### config.mk
export PLATFORM = sky130hd
export DESIGN_NAME = vga_tracker
export DESIGN_NICKNAME = d
export VERILOG_FILES = /design/src/rtl/vga_tracker.sv
export SDC_FILE = /design/constraint.sdc
export NUM_CORES = 1
export LEC_CHECK = 0
export BUFFER_PORTS_ARGS = -buffer_cell sky130_fd_sc_hd__buf_4
export CAP_MARGIN = 30
export CORE_MARGIN = 2
export CORE_UTILIZATION = 50
export CTS_CLUSTER_SIZE = 24
export DETAILED_ROUTE_END_ITERATION = 8
export GPL_ROUTABILITY_DRIVEN = 0
export HOLD_SLACK_MARGIN = 0.12
export PLACE_DENSITY = 0.73
export SLEW_MARGIN = 20
export SYNTH_ARGS = -nofsm -noshare
export SYNTH_HDL_FRONTEND = slang
export SYNTH_SLANG_ARGS = --single-unit
### constraint.sdc
create_clock -name clock_25 -period 2.7 [get_ports clock_25]
set_input_delay 0.135 -clock clock_25 [delete_from_list [all_inputs] [get_ports clock_25]]
set_output_delay 0.135 -clock clock_25 [all_outputs]
set_load 0.005 [all_outputs]
### src/rtl/vga_tracker.sv
// 640x480@60Hz VGA timing generator: counters, syncs, active flag, coordinates and frame_tik.
// Optional frame counter output is enabled by defining TRACKER_FRAME_CNT_EN.
module vga_tracker #(
  parameter int H_ACTIVE = 640,
  parameter int H_FP     = 16,
  parameter int H_SYNC   = 96,
  parameter int H_BP     = 48,
  parameter int V_ACTIVE = 480,
  parameter int V_FP     = 10,
  parameter int V_SYNC   = 2,
  parameter int V_BP     = 33
) (
  input  logic       clock_25,
  input  logic       reset,
  output logic       hsync,
  output logic       vsync,
  output logic       video_on,
  output logic [9:0] pixel_x,
  output logic [9:0] pixel_y,
`ifdef TRACKER_FRAME_CNT_EN
  output logic       frame_tik,
  output logic [7:0] frame_cnt
`else
  output logic       frame_tik
`endif
);

  localparam int H_TOTAL = H_ACTIVE + H_FP + H_SYNC + H_BP;
  localparam int V_TOTAL = V_ACTIVE + V_FP + V_SYNC + V_BP;

  localparam logic [9:0] H_LAST   = 10'(H_TOTAL - 1);
  localparam logic [9:0] H_VIS    = 10'(H_ACTIVE);
  localparam logic [9:0] HS_START = 10'(H_ACTIVE + H_FP);
  localparam logic [9:0] HS_END   = 10'(H_ACTIVE + H_FP + H_SYNC - 1);
  localparam logic [9:0] V_LAST   = 10'(V_TOTAL - 1);
  localparam logic [9:0] V_VIS    = 10'(V_ACTIVE);
  localparam logic [9:0] VS_START = 10'(V_ACTIVE + V_FP);
  localparam logic [9:0] VS_END   = 10'(V_ACTIVE + V_FP + V_SYNC - 1);
  localparam logic [9:0] TIK_END  = 10'(V_ACTIVE + V_FP - 1);

  logic [9:0] h_q, h_d;
  logic [9:0] v_q, v_d;
  logic       hsync_q, hsync_d;
  logic       vsync_q, vsync_d;
  logic       video_on_q, video_on_d;
  logic       frame_tik_q, frame_tik_d;

  // Flags are decoded from the next counter values so they line up with the coordinates.
  always_comb begin
    h_d = h_q + 10'd1;
    v_d = v_q;
    if (h_q >= H_LAST) begin
      h_d = '0;
      v_d = (v_q >= V_LAST) ? 10'd0 : v_q + 10'd1;
    end
    hsync_d     = !((h_d >= HS_START) && (h_d <= HS_END));
    vsync_d     = !((v_d >= VS_START) && (v_d <= VS_END));
    video_on_d  = (h_d < H_VIS) && (v_d < V_VIS);
    frame_tik_d = (v_d >= V_VIS) && (v_d <= TIK_END);
  end

  always_ff @(posedge clock_25 or negedge reset) begin
    if (!reset) begin
      h_q         <= '0;
      v_q         <= '0;
      hsync_q     <= 1'b1;
      vsync_q     <= 1'b1;
      video_on_q  <= 1'b1;
      frame_tik_q <= 1'b0;
    end else begin
      h_q         <= h_d;
      v_q         <= v_d;
      hsync_q     <= hsync_d;
      vsync_q     <= vsync_d;
      video_on_q  <= video_on_d;
      frame_tik_q <= frame_tik_d;
    end
  end

  assign hsync     = hsync_q;
  assign vsync     = vsync_q;
  assign video_on  = video_on_q;
  assign frame_tik = frame_tik_q;
  assign pixel_x   = h_q;
  assign pixel_y   = v_q;

`ifdef TRACKER_FRAME_CNT_EN
  logic [7:0] frame_cnt_q, frame_cnt_d;

  // Steps in the same cycle frame_tik rises.
  always_comb begin
    frame_cnt_d = frame_cnt_q;
    if (frame_tik_d && !frame_tik_q) frame_cnt_d = frame_cnt_q + 8'd1;
  end

  always_ff @(posedge clock_25 or negedge reset) begin
    if (!reset) frame_cnt_q <= '0;
    else        frame_cnt_q <= frame_cnt_d;
  end

  assign frame_cnt = frame_cnt_q;
`endif

endmodule

==> flow_summary.toml, run 1 <==
[outcome]
status = "completed"

[sta]
fin_skew_ps = 0.877
rsz0062_at_grt = "false"
max_freq_mhz = 433
hold_viol = 0
min_period_over_period = 0.856
drv_slew = 0
tns_ps = 0
tightest_slew_ps = 471
fin_crit_ps = 2310
slew_headroom = 0.683
finalSetupViolCount = 0

[clocking]
cts_sinks = 24
h-tree-depth = 1
cts_tree = "done"
cts_made_buffers = 3
cts_buffer_depth = 2
clkTransAtPathRegs_ps = 140
cts_root_buffer = "clkbuf_4"
insertion_delay_ps = 320

[logic_synthesis]
synth_top_area_cell = "dfrtp_1"
synth_top_cells_by_area = "dfrtp_1 38%, dfstp_2 5.7%, o21ai_0 4.3%"
yosysTopAreaCellShare = 0.379
synth-edff-count = 0
synth_area_um2 = 1390
ys_async_sr_fraction = 1.00
syn_inst = 148
ys_ff_latch = 24
synth_ff_type = "dfrtp_1"
synth_nets = 153
synth_cell_type_count = 44
yosysSeqAreaShare = 0.436
yosysWarnings = 0
syn_area_per_cell_um2 = 9.37

[setup_path]
crit_type = "flop to flop"
crit_fanout = 14
cp-start-kind = "flop"
crit_path_end_kind = "flop"
arrival_ps = 2570
worst-endpoint-required_ps = 2960

[placement]
placed_cell_area_um2 = 1580
port_buffers = 25
dp_hpwl_mm = 2.24

[finish]
mostFrequentLayoutCells = "26 x buf_4, 21 x dfrtp_1, 16 x nor2_1, 14 x nand2_1, 12 x o21ai_0"
finalInstanceArea_um2 = 1650
layout-drive-gt1-share = 0.233
mostFrequentLayoutCell = "buf_4"
nFillCells = 230
area_delta_synth_final_pct = 18.7
seq_area_um2 = 604
antenna_cells = 0
layout.nets = 178
multi_input_area_um2 = 729

[global_routing]
track_usage = 0.210
overflow = 0
antenna_found_initial = 0
grt_max_degree = 25
grt_pass1_wl_mm = 5.31
grt_pass1_vias = 1138

[die]
initial_core_util = 0.516
die_area_um2 = 3210
die_width_um = 56.7
row_count = 19
fp.coreArea_um2 = 2690
io-pin-count = 26
die_h_um = 56.7

[drt]
vias_per_cell = 6.13
detail-route-antenna-nets = 0
wirelength_mm = 3.08
drt-wirelength-per-cell_um = 15.2
vias = 1245
remaining_drc_errors = 0
initialDrtViolationCount = 40
dr.pass1.iters = 4

[flow_run]
cap_violations = 0

[pwr]
leakagePower_nw = 0.681
p_per_area_nw_per_um2 = 383
ir_drop_mv = 0.267

[min_path]
hp-class = "primary input to asynchronous set/reset pin"
==> power by group <==
part	internal [mW]	leakage [nW]	total, mW	switching [mW]
Sequential	0.360	0.311	0.360	0
Combinational	0.00193	0.343	0.00844	0.00652
Clock	0.150	0.0279	0.262	0.112
==> cell usage after synthesis, types with 2 or more instances <==
| cell type | instances |
|---|---|
| xnor2_1 | 3 |
| inv_1 | 4 |
| nor3_1 | 5 |
| dfrtp_1 | 21 |
| a211o_1 | 2 |
| a21oi_1 | 5 |
| dfstp_2 | 3 |
| o211ai_1 | 4 |
| or3_1 | 2 |
| xor2_1 | 5 |
| o31ai_1 | 2 |
| nand3b_1 | 2 |
| nand3_1 | 8 |
| and2_1 | 2 |
| a22o_1 | 2 |
| o21ai_0 | 12 |
| buf_2 | 3 |
| nor2_1 | 16 |
| and4_1 | 2 |
| nand2_1 | 14 |
| clkbuf_1 | 3 |
| ha_1 | 3 |
| nand4_1 | 4 |
==> logic make-up (layout without fill, tap and decap cells) <==
kind of cell             count (synthesis)  after routing  synth area share
flip-flops                              24             24             0.436
buffers and inverters                   11             35            0.0379
AND/OR/NAND/NOR                         61             61             0.227
adder cells (fa/ha/maj)                  3              3            0.0271
XOR/XNOR                                 8              8            0.0505
AO/OA/AOI/OAI                           40             40             0.215
multiplexers                             1              1           0.00722
==> flip-flops by register name (all words and copies together) (netlist names) <==
name       cells
vsync          1
frame_tik      1
video_on       1
pixel_x       10
pixel_y       10
hsync          1
==> critical path, stage by stage (launching register included) <==
cell	delay (ps)
dfrtp_1	430
ha_1	240
and4_4	280
o21ai_4	130
or4_4	560
a221oi_2	370
and4_1	250
==> final cells by class <==
cell class                      instances  share of cell area
Timing Repair Buffer                   27               0.125
Clock inverter                          1              0.0183
Multi-Input combinational cell        113               0.443
Sequential cell                        24               0.367
Clock buffer                            3              0.0137
Tap cell                               31              0.0236
Inverter                                4             0.00913
==> metrics by stage <==
step	util	instances	worst slack, ps	hold WS, ps	power [mW]
floorplan	-	148	653	-161	0.366
global placement	0.589	198	526	49.1	0.375
detailed placement	0.589	198	417	49.8	0.375
CTS	0.612	203	402	240	0.635
global route	0.612	203	254	254	0.650
finish	0.612	203	390	223	0.631
==> worst paths after layout <==
kind | start | to | slack (ps) | depth (start not counted)
max | pixel_x[0] | frame_tik | 390 | 6
min | reset | pixel_y[4] | 220 | 2
max reg2reg | pixel_x[0] | frame_tik | 390 | 6
min reg2reg | pixel_x[0] | pixel_x[0] | 520 | 1
max in group asynchronous | reset | hsync | 2200 | 2
min in group clock_25 | pixel_x[0] | pixel_x[0] | 520 | 1
==> routing by layer <==
metal	routed length [um]	share of wire	vias to the layer above	track usage
li1	-	-	590	-
met1	1500	0.49	612	0.315
met2	1420	0.46	36	0.314
met3	121	0.039	7	0.0300
met4	46	0.015	0	0.0612
met5	0	0	-	0
==> timing repair <==
action                                 CTS  global route
endpoints found under the hold margin   24             0
setup buffers                            0             0
hold buffers                             1             0
resized for setup                        0             0
Note: power is estimated with default switching activity, not from simulation.
==> inputs of run 2 (changes only) <==
--- a/config.mk
+++ b/config.mk
@@ -14,7 +14,9 @@
 export GPL_ROUTABILITY_DRIVEN = 0
 export HOLD_SLACK_MARGIN = 0.12
 export PLACE_DENSITY = 0.73
+export REMOVE_ABC_BUFFERS = 1
 export SLEW_MARGIN = 20
 export SYNTH_ARGS = -nofsm -noshare
 export SYNTH_HDL_FRONTEND = slang
 export SYNTH_SLANG_ARGS = --single-unit
+export TNS_END_PERCENT = 30
==> run 2 against run 1 <==
  * Sequential share of layout area is 0.37 points higher
  * Largest cell class unchanged
  * Final cell count stayed put
  * Register-to-register slack hardly changed
  * Setup slack better by 0.84 ps
  * Critical path type unchanged
  * Cell area is 0.99% lower
==> flow_summary.toml, run 2 (synthesis gave the netlist of run 1 again) <==
[pwr]
leakagePower_nw = 0.673
seqPwrFrac = 0.634
p_per_area_nw_per_um2 = 348
ir_drop_mv = 0.210
p_sw_mw = 0.123
finalPower_mw = 0.567
swShare = 0.217
intPower_mw = 0.444
pwr-share-clk = 0.350
p_comb_frac = 0.016

[sta]
max_freq_mhz = 433
tns_ps = 0
drv_slew = 0
tightest_slew_ps = 472
finalSetupViolCount = 0
hold_viol = 0
rsz0062_at_grt = "false"
slew_headroom = 0.683
fin_crit_ps = 2310
fin_skew_ps = 11.6
min_period_over_period = 0.855

[die]
initial_core_util = 0.516
die_width_um = 56.7
die_area_um2 = 3210
fp.coreArea_um2 = 2690
io-pin-count = 26
row_count = 19
die_h_um = 56.7

[global_routing]
track_usage = 0.214
grt_max_degree = 25
grt_pass1_wl_mm = 5.35
grt_pass1_vias = 1128
overflow = 0
antenna_found_initial = 0

[drt]
vias = 1251
vias_per_cell = 6.16
initialDrtViolationCount = 29
drt-wirelength-per-cell_um = 15.9
detail-route-antenna-nets = 0
wirelength_mm = 3.23
dr.pass1.iters = 4
remaining_drc_errors = 0

[clocking]
clkTransAtPathRegs_ps = 140
cts_sinks = 24
cts_buffer_depth = 2
cts_tree = "done"
cts_root_buffer = "clkbuf_4"
cts_made_buffers = 3
cts_setup_buffers = 0
h-tree-depth = 1
cts_resized = 0
insertion_delay_ps = 330

[setup_path]
crit_type = "flop to flop"
arrival_ps = 2590
crit_fanout = 14
worst-endpoint-required_ps = 2980
cp-start-kind = "flop"
reg2reg_depth = 6
crit_path_end_kind = "flop"
r2r_start = "pixel_x[0]"
rrSetupSlack_ps = 390
r2r-end = "frame_tik"

[finish]
mostFrequentLayoutCell = "buf_4"
mostFrequentLayoutCells = "26 x buf_4, 21 x dfrtp_1, 16 x nor2_1, 14 x nand2_1, 12 x o21ai_0"
multi_input_area_um2 = 729
finalInstanceArea_um2 = 1630
seq_area_um2 = 604
final_util = 0.606
layout.nets = 178
antenna_cells = 0
area_delta_synth_final_pct = 17.5
final_cells = 203
nFillCells = 272
layout-drive-gt1-share = 0.233

[placement]
dpl.cell_count = 198
placed_cell_area_um2 = 1580
dp_hpwl_mm = 2.21
port_buffers = 25

[min_path]
hp-class = "primary input to asynchronous set/reset pin"

[outcome]
status = "completed"

[flow_run]
cap_violations = 0
-- run 2: area by class of cell --
cell class	count	share of cell area
clock buffer	4	0.0223
inverter	4	0.00922
multi-input combinational	113	0.448
sequential	24	0.371
tap	31	0.0238
timing repair buffer	27	0.126
-- run 2: what timing repair did --
item / CTS / global route
hold buffers: 1 / 0
endpoints found under the setup margin: 0 / 0
hold endpoints to repair: 24 / 0
-- run 2: routing by layer --
| layer | vias to the layer above | wire length [um] | track usage |
|---|---|---|---|
| met5 | - | 0 | 0 |
| met4 | 0 | 42 | 0.0612 |
| met3 | 5 | 188 | 0.0230 |
| met2 | 45 | 1480 | 0.326 |
| met1 | 606 | 1520 | 0.321 |
| li1 | 595 | - | - |
-- run 2: critical path, stage by stage (launching register included) --
cell      delay [ps]
dfrtp_1          440
ha_1             270
and4_4           290
o21ai_4          140
or4_4            560
a221oi_2         360
and4_1           230
-- run 2: through the flow --
step                      setup WS [ps]  hold slack [ps]
after floorplan                     599             -161
after global placement              531             44.1
after detailed placement            421             49.4
after CTS                           390              230
after global routing                258              243
final                               391              219
-- run 2: worst max path at each step --
stage | startpoint | endpoint | slack (ps) | cells after the start
floorplan | pixel_x[0] | frame_tik | 600 | 6
global placement | pixel_x[0] | frame_tik | 530 | 6
detailed placement | pixel_x[0] | frame_tik | 420 | 6
CTS | pixel_x[0] | frame_tik | 390 | 6
global route | pixel_x[0] | frame_tik | 260 | 6
finish | pixel_x[0] | frame_tik | 390 | 6
-- run 2: power by group through the flow --
stage | clock network (mW) | registers, mW | logic [mW]
CTS | 0.201 | 0.360 | 0.00941
global placement | 0 | 0.366 | 0.00798
finish | 0.198 | 0.360 | 0.00889
detailed placement | 0 | 0.366 | 0.00821
global route | 0.215 | 0.360 | 0.0106
floorplan | 0 | 0.366 | 0.000000205
==> inputs of run 3 (changes only) <==
--- a/config.mk
+++ b/config.mk
@@ -5,16 +5,16 @@
 export SDC_FILE = /design/constraint.sdc
 export NUM_CORES = 1
 export LEC_CHECK = 0
-export BUFFER_PORTS_ARGS = -buffer_cell sky130_fd_sc_hd__buf_4
 export CAP_MARGIN = 30
 export CORE_MARGIN = 2
 export CORE_UTILIZATION = 50
 export CTS_CLUSTER_SIZE = 24
 export DETAILED_ROUTE_END_ITERATION = 8
+export DONT_BUFFER_PORTS = 1
 export GPL_ROUTABILITY_DRIVEN = 0
 export HOLD_SLACK_MARGIN = 0.12
-export PLACE_DENSITY = 0.73
 export REMOVE_ABC_BUFFERS = 1
+export SETUP_SLACK_MARGIN = 0.5
 export SLEW_MARGIN = 20
 export SYNTH_ARGS = -nofsm -noshare
 export SYNTH_HDL_FRONTEND = slang
==> run 3 against run 2 <==
  * Critical endpoint unchanged
  * Highest routed layer unchanged
  * Register-to-register slack gained 170 ps
  * Combinational power shrank 8.0%
  * Largest cell class unchanged
  * Sequential share of layout area grew 1.8 points
  * Power grew 11%
==> flow_summary.toml, run 3 (synthesis gave the netlist of run 1 again) <==
[sta]
tightest_slew_ps = 524
min_period_over_period = 0.793
fin_skew_ps = 2.90
tns_ps = 0
hold_viol = 0
max_freq_mhz = 467
rsz0062_at_grt = "true"
drv_slew = 0
fin_crit_ps = 2140
finalSetupViolCount = 0
slew_headroom = 0.651

[clocking]
cts_made_buffers = 3
cts_tree = "done"
insertion_delay_ps = 310
cts_root_buffer = "clkbuf_4"
h-tree-depth = 1
clkTransAtPathRegs_ps = 140
cts_buffer_depth = 2
cts_sinks = 24

[setup_path]
crit_path_end_kind = "flop"
cp.buffers_inverters = 0
worst-path-stages = 5
rrSetupSlack_ps = 560
cp-start-kind = "flop"
cp_slowest_cell = "dfrtp_1"
cp_top_family = "compound AO/OA/AOI/OAI gates"
worst-endpoint-required_ps = 2960
setup.worst_path.end = "frame_tik"
crit_fanout = 10
crit_type = "flop to flop"
critPathLaunch = "pixel_y[2]"
arrival_ps = 2400
r2r-end = "frame_tik"
critical-path-max-stage-delay_ps = 540
path_cells = "a211o_1 -> o41ai_4 -> nand3_1 -> a221oi_4 -> and4_1"
reg2reg_depth = 5
r2r_start = "pixel_y[2]"

[pwr]
leakagePower_nw = 0.606
p_per_area_nw_per_um2 = 403
ir_drop_mv = 0.275

[global_routing]
overflow = 0
grt_pass1_wl_mm = 5.70
antenna_found_initial = 0
track_usage = 0.225
grt_pass1_vias = 1124
grt_max_degree = 25

[finish]
layout-drive-gt1-share = 0.174
mostFrequentLayoutCells = "19 x dfrtp_1, 16 x nor2_1, 14 x nand2_1, 12 x o21ai_0"
layout.nets = 161
final_cells = 186
antenna_cells = 0
mostFrequentLayoutCell = "dfrtp_1"
area_delta_synth_final_pct = 12.5

[drt]
drt-wirelength-per-cell_um = 17.7
vias_per_cell = 6.46
remaining_drc_errors = 0
initialDrtViolationCount = 58
dr.pass1.iters = 5
vias = 1201
detail-route-antenna-nets = 0
wirelength_mm = 3.30

[die]
die_area_um2 = 3210
die_h_um = 56.7
fp.coreArea_um2 = 2690
die_width_um = 56.7
io-pin-count = 26
initial_core_util = 0.516
row_count = 19

[placement]
dpl.cell_count = 173
port_buffers = 0
dp_hpwl_mm = 2.19

[flow_run]
cap_violations = 0

[outcome]
status = "completed"

[min_path]
hp-class = "primary input to asynchronous set/reset pin"
[run 3: metrics by stage]
step | setup WS (ps) | power (mW) | utilization | hold slack [ps] | cell area, um2
final | 559 | 0.628 | 0.580 | 317 | 1560
after global routing | 477 | 0.656 | 0.580 | 350 | 1560
after CTS | 504 | 0.636 | 0.557 | 491 | 1500
after detailed placement | 401 | 0.366 | 0.519 | -160 | 1400
after global placement | 492 | 0.366 | 0.519 | -160 | 1400
after floorplan | 599 | 0.366 | - | -161 | 1350
[run 3: routing by layer]
| metal | track usage | routed length, um |
|---|---|---|
| met5 | 0 | 0 |
| met4 | 0.0544 | 34 |
| met3 | 0.0415 | 284 |
| met2 | 0.334 | 1460 |
| met1 | 0.337 | 1520 |
[run 3: worst register-to-register path, stage by stage, from the launching register on]
cell and delay [ps]:
dfrtp_1 540, a211o_1 370, o41ai_4 390, nand3_1 210
a221oi_4 340, and4_1 240
[run 3: worst min-delay path by stage]
stage	startpoint	endpoint	slack (ps)
final	reset	pixel_x[9]	320
after global routing	reset	pixel_x[9]	350
after CTS	reset	pixel_x[9]	490
after detailed placement	reset	pixel_y[0]	-160
after global placement	reset	pixel_y[0]	-160
after floorplan	reset	frame_tik	-160
[run 3: cell type report]
cell class	instances	area, um2
inverter	4	15.0
clock buffer	3	22.5
tap	31	38.8
clock inverter	1	30.0
multi-input combinational	114	778
fill	249	1130
timing repair buffer	9	67.6
sequential	24	607
[run 3: timing repair]
item | 4_1_cts | 5_1_grt
resized for setup | 6 | 1
endpoints found under the setup margin | 3 | 4
hold buffers | 1 | 1
gates cloned | 0 | 1
hold endpoints to repair | 24 | 21
pin swaps | 1 | 4
buffers inserted | 0 | 6
[run 3: where the power goes]
group / leakage (nW) / total [mW] / internal (mW) / switching, mW
clock: 0.0279 / 0.260 / 0.150 / 0.110
sequential: 0.309 / 0.360 / 0.360 / 0
combinational: 0.270 / 0.00818 / 0.00146 / 0.00672
total: 0.606 / 0.628 / 0.511 / 0.116
